[src/rtl/instruction_loader_pkg.sv]
// instruction_loader_pkg: shared byte size, HALT encoding and loader state encodings
package instruction_loader_pkg;

    localparam int BYTE_SIZE = 8;

    localparam logic [31:0] INSTRUCTION_HALT = 32'hFFFF_FFFF;

    typedef enum logic [2:0] {
        ST_IDLE    = 3'd0,
        ST_CLEAR   = 3'd1,
        ST_RECEIVE = 3'd2,
        ST_WRITE   = 3'd3,
        ST_DONE    = 3'd4,
        ST_ERROR   = 3'd5
    } state_t;

endpackage

[src/rtl/instruction_loader_word_assembler.sv]
// instruction_loader_word_assembler: big-endian byte shift register with a wrapping byte counter
module instruction_loader_word_assembler
    import instruction_loader_pkg::*;
#(
    parameter int WORD_SIZE_IN_BYTES = 4
) (
    input  logic                                  i_clk,
    input  logic                                  i_reset,
    input  logic                                  i_shift,
    input  logic                                  i_zero,
    input  logic [BYTE_SIZE-1:0]                  i_byte,
    output logic [WORD_SIZE_IN_BYTES*BYTE_SIZE-1:0] o_word,
    output logic                                  o_last
);

    localparam int WW = WORD_SIZE_IN_BYTES * BYTE_SIZE;
    localparam int CW = (WORD_SIZE_IN_BYTES > 1) ? $clog2(WORD_SIZE_IN_BYTES) : 1;

    logic [CW-1:0] cnt_q, cnt_d;
    logic [WW-1:0] word_q, word_d;

    assign o_word = word_q;
    assign o_last = (cnt_q == CW'(WORD_SIZE_IN_BYTES - 1));

    // Zero wins over shift; the first byte shifted in ends up as the MSB
    always_comb begin
        cnt_d  = cnt_q;
        word_d = word_q;
        if (i_zero) begin
            cnt_d  = '0;
            word_d = '0;
        end else if (i_shift) begin
            cnt_d  = o_last ? '0 : cnt_q + 1'b1;
            word_d = {word_q[WW-BYTE_SIZE-1:0], i_byte};
        end
    end

    // Counter and shift register flops
    always_ff @(posedge i_clk) begin
        if (i_reset) begin
            cnt_q  <= '0;
            word_q <= '0;
        end else begin
            cnt_q  <= cnt_d;
            word_q <= word_d;
        end
    end

endmodule

[src/rtl/instruction_loader.sv]
// instruction_loader: downloads a byte stream into instruction memory, stopping on HALT or overflow
module instruction_loader
    import instruction_loader_pkg::*;
#(
    parameter int WORD_SIZE_IN_BYTES = 4,
    parameter int MEM_SIZE_IN_WORDS  = 10
) (
    input  logic                                          i_clk,
    input  logic                                          i_reset,
    input  logic                                          i_start,
    input  logic                                          i_byte_valid,
    input  logic [BYTE_SIZE-1:0]                          i_byte,
    output logic                                          o_byte_ready,
    output logic                                          o_clear,
    output logic                                          o_instruction_write,
    output logic [WORD_SIZE_IN_BYTES*BYTE_SIZE-1:0]       o_instruction,
    output logic [$clog2(MEM_SIZE_IN_WORDS+1)-1:0]        o_word_count,
    output logic                                          o_done,
    output logic                                          o_overflow
);

    localparam int WW = WORD_SIZE_IN_BYTES * BYTE_SIZE;
    localparam int CW = $clog2(MEM_SIZE_IN_WORDS + 1);

    state_t        state_q, state_d;
    logic [CW-1:0] word_count_q, word_count_d, word_count_inc;
    logic [WW-1:0] word;
    logic          last_byte;
    logic          shift;

    assign shift          = (state_q == ST_RECEIVE) && i_byte_valid;
    assign word_count_inc = word_count_q + 1'b1;
    assign o_instruction  = word;
    assign o_word_count   = word_count_q;

    instruction_loader_word_assembler #(
        .WORD_SIZE_IN_BYTES(WORD_SIZE_IN_BYTES)
    ) u_word_assembler (
        .i_clk  (i_clk),
        .i_reset(i_reset),
        .i_shift(shift),
        .i_zero (state_q == ST_CLEAR),
        .i_byte (i_byte),
        .o_word (word),
        .o_last (last_byte)
    );

    // State and word counter registers
    always_ff @(posedge i_clk) begin
        if (i_reset) begin
            state_q      <= ST_IDLE;
            word_count_q <= '0;
        end else begin
            state_q      <= state_d;
            word_count_q <= word_count_d;
        end
    end

    // Next state; HALT takes priority over a full memory, and start is only honoured when not loading
    always_comb begin
        state_d      = state_q;
        word_count_d = word_count_q;
        case (state_q)
            ST_IDLE:    state_d = i_start ? ST_CLEAR : ST_IDLE;
            ST_CLEAR: begin
                state_d      = ST_RECEIVE;
                word_count_d = '0;
            end
            ST_RECEIVE: state_d = (shift && last_byte) ? ST_WRITE : ST_RECEIVE;
            ST_WRITE: begin
                word_count_d = word_count_inc;
                state_d      = (word == WW'(INSTRUCTION_HALT))              ? ST_DONE  :
                               (word_count_inc == CW'(MEM_SIZE_IN_WORDS))  ? ST_ERROR :
                                                                              ST_RECEIVE;
            end
            ST_DONE:    state_d = i_start ? ST_CLEAR : ST_DONE;
            ST_ERROR:   state_d = i_start ? ST_CLEAR : ST_ERROR;
            default:    state_d = ST_IDLE;
        endcase
    end

    // Moore outputs decoded from the state register
    always_comb begin
        o_byte_ready        = (state_q == ST_RECEIVE);
        o_clear             = (state_q == ST_CLEAR);
        o_instruction_write = (state_q == ST_WRITE);
        o_done              = (state_q == ST_DONE);
        o_overflow          = (state_q == ST_ERROR);
    end

endmodule

[config.mk]
export PLATFORM = sky130hd
export DESIGN_NAME = instruction_loader
export DESIGN_NICKNAME = d
export VERILOG_FILES = /design/src/rtl/instruction_loader_pkg.sv /design/src/rtl/instruction_loader_word_assembler.sv /design/src/rtl/instruction_loader.sv
export SDC_FILE = /design/constraint.sdc
export NUM_CORES = 1
export LEC_CHECK = 0
export CAP_MARGIN = 40
export CORE_MARGIN = 1.5
export CORE_UTILIZATION = 30
export DETAILED_ROUTE_END_ITERATION = 16
export PLACE_DENSITY = 0.66
export SYNTH_ARGS = -nofsm -noshare
export SYNTH_HDL_FRONTEND = slang
export SYNTH_SLANG_ARGS = --single-unit
[constraint.sdc]
create_clock -name i_clk -period 2.2 [get_ports i_clk]
set_input_delay 0.33 -clock i_clk [delete_from_list [all_inputs] [get_ports i_clk]]
set_output_delay 0.33 -clock i_clk [all_outputs]
set_load 0.02 [all_outputs]
==> results of run 1 <==
==> what timing repair did <==
action	4_1_cts	5_1_grt
setup buffers	0	0
resized for setup	0	2
endpoints found under the hold margin	0	0
setup endpoints to repair	0	3
==> routing by layer <==
metal  track usage, %  vias to the layer above  share of wire (%)
met2            21.30                       51                 44
met4            4.821                        0               0.90
li1                 -                      832                  -
met3            4.419                        5                6.4
met1            19.07                      758                 49
met5                0                        -                  0
==> cell type report <==
type	instances	area, um2
inverters	3	11.26
fillers	586	3122
flip-flops and latches	41	820.8
multi-input cells	158	788.3
repair buffers	56	550.5
clock buffers	5	68.82
clock inverters	3	21.27
well taps	72	90.09
==> power groups by stage <==
stage	Combinational (mW)	Sequential [mW]	Clock [mW]
finish	0.139	0.766	0.493
CTS	0.139	0.765	0.507
detailed placement	0.138	0.783	0
floorplan	0.0830	0.786	0
global placement	0.137	0.782	0
global route	0.150	0.768	0.546
==> worst max-delay path, cell delays in order (launching register included) <==
cell	delay, ns
dfxtp_1	0.46
nand2b_2	0.20
nor2_8	0.16
clkdlybuf4s50_1	0.62
==> registers in the layout (all words and copies together) (netlist names) <==
signal	count
u_word_assembler.o_word	32
u_word_assembler.cnt_q	2
state_q	3
o_word_count	4
==> placed cells by master (no fill, tap or decap), types with 2 or more instances in the layout <==
| cell | instances |
|---|---|
| nand4_1 | 8 |
| ha_1 | 3 |
| clkbuf_8 | 5 |
| inv_1 | 2 |
| nand3_1 | 3 |
| nand2_1 | 71 |
| nor2_1 | 11 |
| buf_4 | 4 |
| o21ai_0 | 3 |
| a21oi_1 | 38 |
| clkdlybuf4s50_1 | 52 |
| dfxtp_1 | 41 |
| nor3_1 | 3 |
| nor4_1 | 2 |
==> through the flow <==
stage | cell area, um2 | hold WS (ns) | util, % | setup WS [ns] | cells
after global routing | 2351 | 0.4860 | 42.96 | 0.04220 | 338
after detailed placement | 2258 | 0.4542 | 41.27 | 0.3295 | 330
after global placement | 2258 | 0.4455 | 41.27 | 0.3657 | 330
final | 2351 | 0.4656 | 42.96 | 0.1279 | 338
after floorplan | 1695 | 0.4400 | - | 0.6680 | 214
after CTS | 2349 | 0.4658 | 42.91 | 0.01142 | 338
==> how the worst max path moves through the flow <==
stage / endpoint / slack (ns)
after floorplan: u_word_assembler.cnt_q[0] / 0.67
after CTS: o_instruction_write / 0.01
after global routing: o_instruction_write / 0.04
after global placement: o_instruction_write / 0.37
after detailed placement: o_instruction_write / 0.33
final: o_instruction_write / 0.13
==> cells by family after synthesis <==
family,count (synthesis)
muxes,1
DFF,41
and+or+nand+nor,104
adders and majority gates,3
AOI/OAI and AO/OA,50
buffers and inverters,15
==> results_dict.tcl, run 1 <==
set metrics [dict create \
    drive_gt1_share_pct 6.767 \
    synth_cell_types 31 \
    antenna_found_initial 0 \
    antenna_cells 0 \
    synth-adder-area-share_pct 2.214 \
    drt_iter0_drc 112 \
    core_area_um2 5473 \
    critPathRequiredTime_ns 1.87 \
    initial_core_util_pct 30.98 \
    grt_max_degree 36 \
    clock-sinks 41 \
    dieArea_um2 6111 \
    critPathKind "reg2out" \
    synth_seq_cells 41 \
    slew_headroom_pct 62.87 \
    cp-start-kind "flip-flop" \
    syn_nets 229 \
    endpoint_kind "primary output" \
    dr.pass1.iters 4 \
    r2r_cells 5 \
    synthTopCellsByArea "dfxtp_1, nand2_1, a21oi_1, nand4_1, nor2_1" \
    ios 53 \
    netlist.area_leader.share_pct 48.41 \
    async_reset_ff_share_pct 0 \
    grt_overflow 0 \
    vdd_ir_drop_max_mv 0.3357 \
    hold_depth 2 \
    yosys.area_share.simple_pct 27.08 \
    via_count 1646 \
    avgSynthCellArea_um2 7.922 \
    finalPower_mw 1.398 \
    max_freq_mhz 482.6 \
    swShare_pct 26.12 \
    status "finished clean" \
    p_leak_nw 0.7814 \
    cts_buffer_depth 2 \
    synth_xor_area_share_pct 0 \
    clk_pin_slew_worst_paths_ns 0.08 \
    synth_mux_area_share_pct 0.5904 \
    grtUsageTotal_pct 14.14 \
    clockRootBuffer "clkbuf_8" \
    synthFlopType "dfxtp_1" \
    die_h_um 78.18 \
    pwr-share-comb_pct 9.9 \
    cts_tree "built" \
    yosysSeqAreaShare_pct 48.41 \
    synth_compound_area_share_pct 16.46 \
    crit_start "state_q[0]" \
    worstPathMaxFanout 8 \
    synth_top_cell_by_area "dfxtp_1" \
    timing.rr.end "state_q[0]" \
    final-setup-viol-count 0 \
    rows 27 \
    synth_common_cells "nand2_1, dfxtp_1, a21oi_1, nor2_1, nand4_1" \
    ys_warn_count 0 \
    grt_pass1_wl_mm 6.817 \
    syn_area_um2 1695 \
    area_growth_pct 38.67 \
    hold_viol_final 0 \
    wl_per_cell_um 12.43 \
    fp.dieW_um 78.18 \
    layout.nets 280 \
    grt_pass1_vias 1428 \
    rsz0062_at_grt "false" \
    synth_top_family_by_area "simple AND/OR/NAND/NOR gates" \
    drc 0 \
    timing.rr.start "u_word_assembler.o_word[19]" \
    seqPwrFrac_pct 54.8 \
    p_per_area_nw_per_um2 594.5 \
    cts_hold_buf 0 \
    finalSetupTns_ns 0 \
    worst-endpoint-arrival_ns 1.74 \
    switchingPower_mw 0.3651 \
    syn-instance-count 214 \
    portBuffers 52 \
    routed_via_density 4.870 \
    drt_wl_total_mm 4.202 \
    power.internal_mw 1.033 \
    cts_htree_levels 2 \
    numCtsBuffers 5 \
    gp_congestion 0.7877 \
    yosysMostFrequentCell "nand2_1" \
    hold_path_class "reg2reg" \
    r2r_slack_ns 0.61 \
    tightest_slew_ns 0.5518 \
    synth_edf_count 0 \
    clkPwrFrac_pct 35.2 \
    min_from "u_word_assembler.cnt_q[1]" \
    hold_end "u_word_assembler.cnt_q[1]" \
    skew_ns 0.007872 \
    ant_nets 0 \
    period_needed_ns 2.072 \
    drv_slew 0 \
    cap_violations 0 \
    place_hpwl_mm 2.961 \
    period_share_pct 94.19 \
    clk-insertion-delay-late_ns 0.30 \
]
Power figures use the tool's default switching activity.
==> inputs of run 2 (changes only) <==
--- a/config.mk
+++ b/config.mk
@@ -8,6 +8,7 @@
 export CAP_MARGIN = 40
 export CORE_MARGIN = 1.5
 export CORE_UTILIZATION = 30
+export CTS_CLUSTER_SIZE = 28
 export DETAILED_ROUTE_END_ITERATION = 16
 export PLACE_DENSITY = 0.66
 export SYNTH_ARGS = -nofsm -noshare
==> constraint.sdc (replaced) <==
create_clock -name i_clk -period 2.15 [get_ports i_clk]
set_input_delay 0.3225 -clock i_clk [delete_from_list [all_inputs] [get_ports i_clk]]
set_output_delay 0.3225 -clock i_clk [all_outputs]
set_load 0.02 [all_outputs]
==> results_dict.tcl, run 2 (synthesis gave the netlist of run 1 again) <==
set metrics [dict create \
    antenna_cells 0 \
    initial_core_util_pct 30.98 \
    period_needed_ns 2.016 \
    switchingPower_mw 0.3643 \
    cp-start-kind "flip-flop" \
    drv_slew 0 \
    cap_violations 0 \
    tightest_slew_ns 0.5228 \
    dr.pass1.iters 4 \
    critPathKind "reg2out" \
    critPathRequiredTime_ns 1.83 \
    numCtsBuffers 5 \
    clockRootBuffer "clkbuf_8" \
    max_freq_mhz 495.9 \
    vdd_ir_drop_max_mv 0.3372 \
    final_common_cell "nand2_1" \
    via_count 1627 \
    place_hpwl_mm 2.951 \
    antenna_found_initial 0 \
    drive_gt1_share_pct 6.439 \
    clock-sinks 41 \
    grt_pass1_wl_mm 7.017 \
    fp.dieW_um 78.18 \
    skew_ns 0.005478 \
    gr-max-usage-layer "met2" \
    pwr-share-comb_pct 10.2 \
    period_share_pct 93.78 \
    p_per_area_nw_per_um2 611.5 \
    fillers 589 \
    pre_cts_slack_ns 0.2899 \
    grt_use_met3_pct 5.930 \
    power.internal_mw 1.086 \
    layout.nets 279 \
    cts_setup_buffers 0 \
    routed_via_density 4.842 \
    rows 27 \
    wl_per_cell_um 12.65 \
    p_leak_nw 0.8010 \
    whs_ns 0.4710 \
    die_h_um 78.18 \
    drt_iter0_drc 110 \
    met2_usage_pct 21.39 \
    seqPwrFrac_pct 54.0 \
    fin_ws_ns 0.1336 \
    cts_buffer_depth 2 \
    slew_headroom_pct 64.82 \
    grt_max_degree 35 \
    grt_overflow 0 \
    drt_wl_total_mm 4.252 \
    cpMaxStageDelayCell "clkdlybuf4s50_1" \
    multi_input_area_um2 788.3 \
    grt.met1_usage_pct 19.50 \
    worstPathMaxFanout 8 \
    grt_pass1_vias 1456 \
    final_cell_mix "nand2_1, clkdlybuf4s50_1, dfxtp_1" \
    ios 53 \
    portBuffers 52 \
    largest_reg_flops 32 \
    gp_congestion 0.7906 \
    critPathMaxStageDelay_ns 0.61 \
    grtUsageTotal_pct 14.71 \
    swShare_pct 25.12 \
    clk_pin_slew_worst_paths_ns 0.08 \
    drc 0 \
    area_growth_pct 39.93 \
    cts_htree_levels 2 \
    clkPwrFrac_pct 35.8 \
    endpoint_kind "primary output" \
    dieArea_um2 6111 \
    clk-insertion-delay-late_ns 0.29 \
    hold_viol_final 0 \
    worst-endpoint-arrival_ns 1.69 \
    cts_tree "built" \
    finalSetupTns_ns 0 \
    ant_nets 0 \
    status "finished clean" \
    rsz0062_at_grt "false" \
    hold_path_class "reg2reg" \
    final-setup-viol-count 0 \
    core_area_um2 5473 \
    path_cells "nand2b_2 > nor2_1 > clkdlybuf4s50_1" \
    register_area_um2 822.0 \
]
## run 2: final timing paths
| kind | from | to | slack (ns) | depth (start not counted) |
|---|---|---|---|---|
| max | state_q[2] | o_clear | 0.13 | 3 |
| min | u_word_assembler.cnt_q[1] | u_word_assembler.cnt_q[1] | 0.47 | 2 |
| max reg2reg | state_q[1] | u_word_assembler.o_word[9] | 0.51 | 5 |
| min reg2reg | u_word_assembler.cnt_q[1] | u_word_assembler.cnt_q[1] | 0.47 | 2 |
## run 2: worst max-delay path, delay by kind of cell (launching register included)
kind / cells / cell delay, ns
flip-flops: 1 / 0.36
AND/OR/NAND/NOR: 2 / 0.43
buffers and inverters: 1 / 0.61
## run 2: through the flow
| stage | util (%) | instance area (um2) | power (mW) | cells |
|---|---|---|---|---|
| finish | 43.35 | 2372 | 1.451 | 336 |
| global route | 43.35 | 2372 | 1.516 | 336 |
| CTS | 43.28 | 2369 | 1.465 | 336 |
| detailed placement | 41.59 | 2276 | 0.9489 | 329 |
| global placement | 41.59 | 2276 | 0.9476 | 329 |
| floorplan | - | 1695 | 0.8896 | 214 |
## run 2: metal layers
metal	share of wire, %	up-vias
li1	-	823
met2	44	61
met5	0	-
met3	6.8	6
met1	48	737
met4	1.4	0
## run 2: what timing repair did
item / 4_1_cts / 5_1_grt
cloned: 0 / 0
pin swaps: 0 / 0
hold buffers: 0 / 0
setup endpoints to repair: 2 / 3
gates resized for setup: 1 / 3
## run 2: cell type report
class,count,share of cell area [%]
clock buffers,6,3.481
clock inverters,1,0.3165
inverters,3,0.4747
multi-input cells,158,33.23
flip-flops and latches,41,34.65
well taps,72,3.797
repair buffers,55,24.05
## run 2: power by group through the flow
stage          logic (mW)  registers, mW  clock network [mW]
3_3_place_gp        0.147          0.800                   0
5_1_grt             0.161          0.786               0.569
3_5_place_dp        0.148          0.801                   0
4_1_cts             0.149          0.783               0.533
2_1_floorplan      0.0850          0.805                   0
6_report            0.148          0.784               0.519
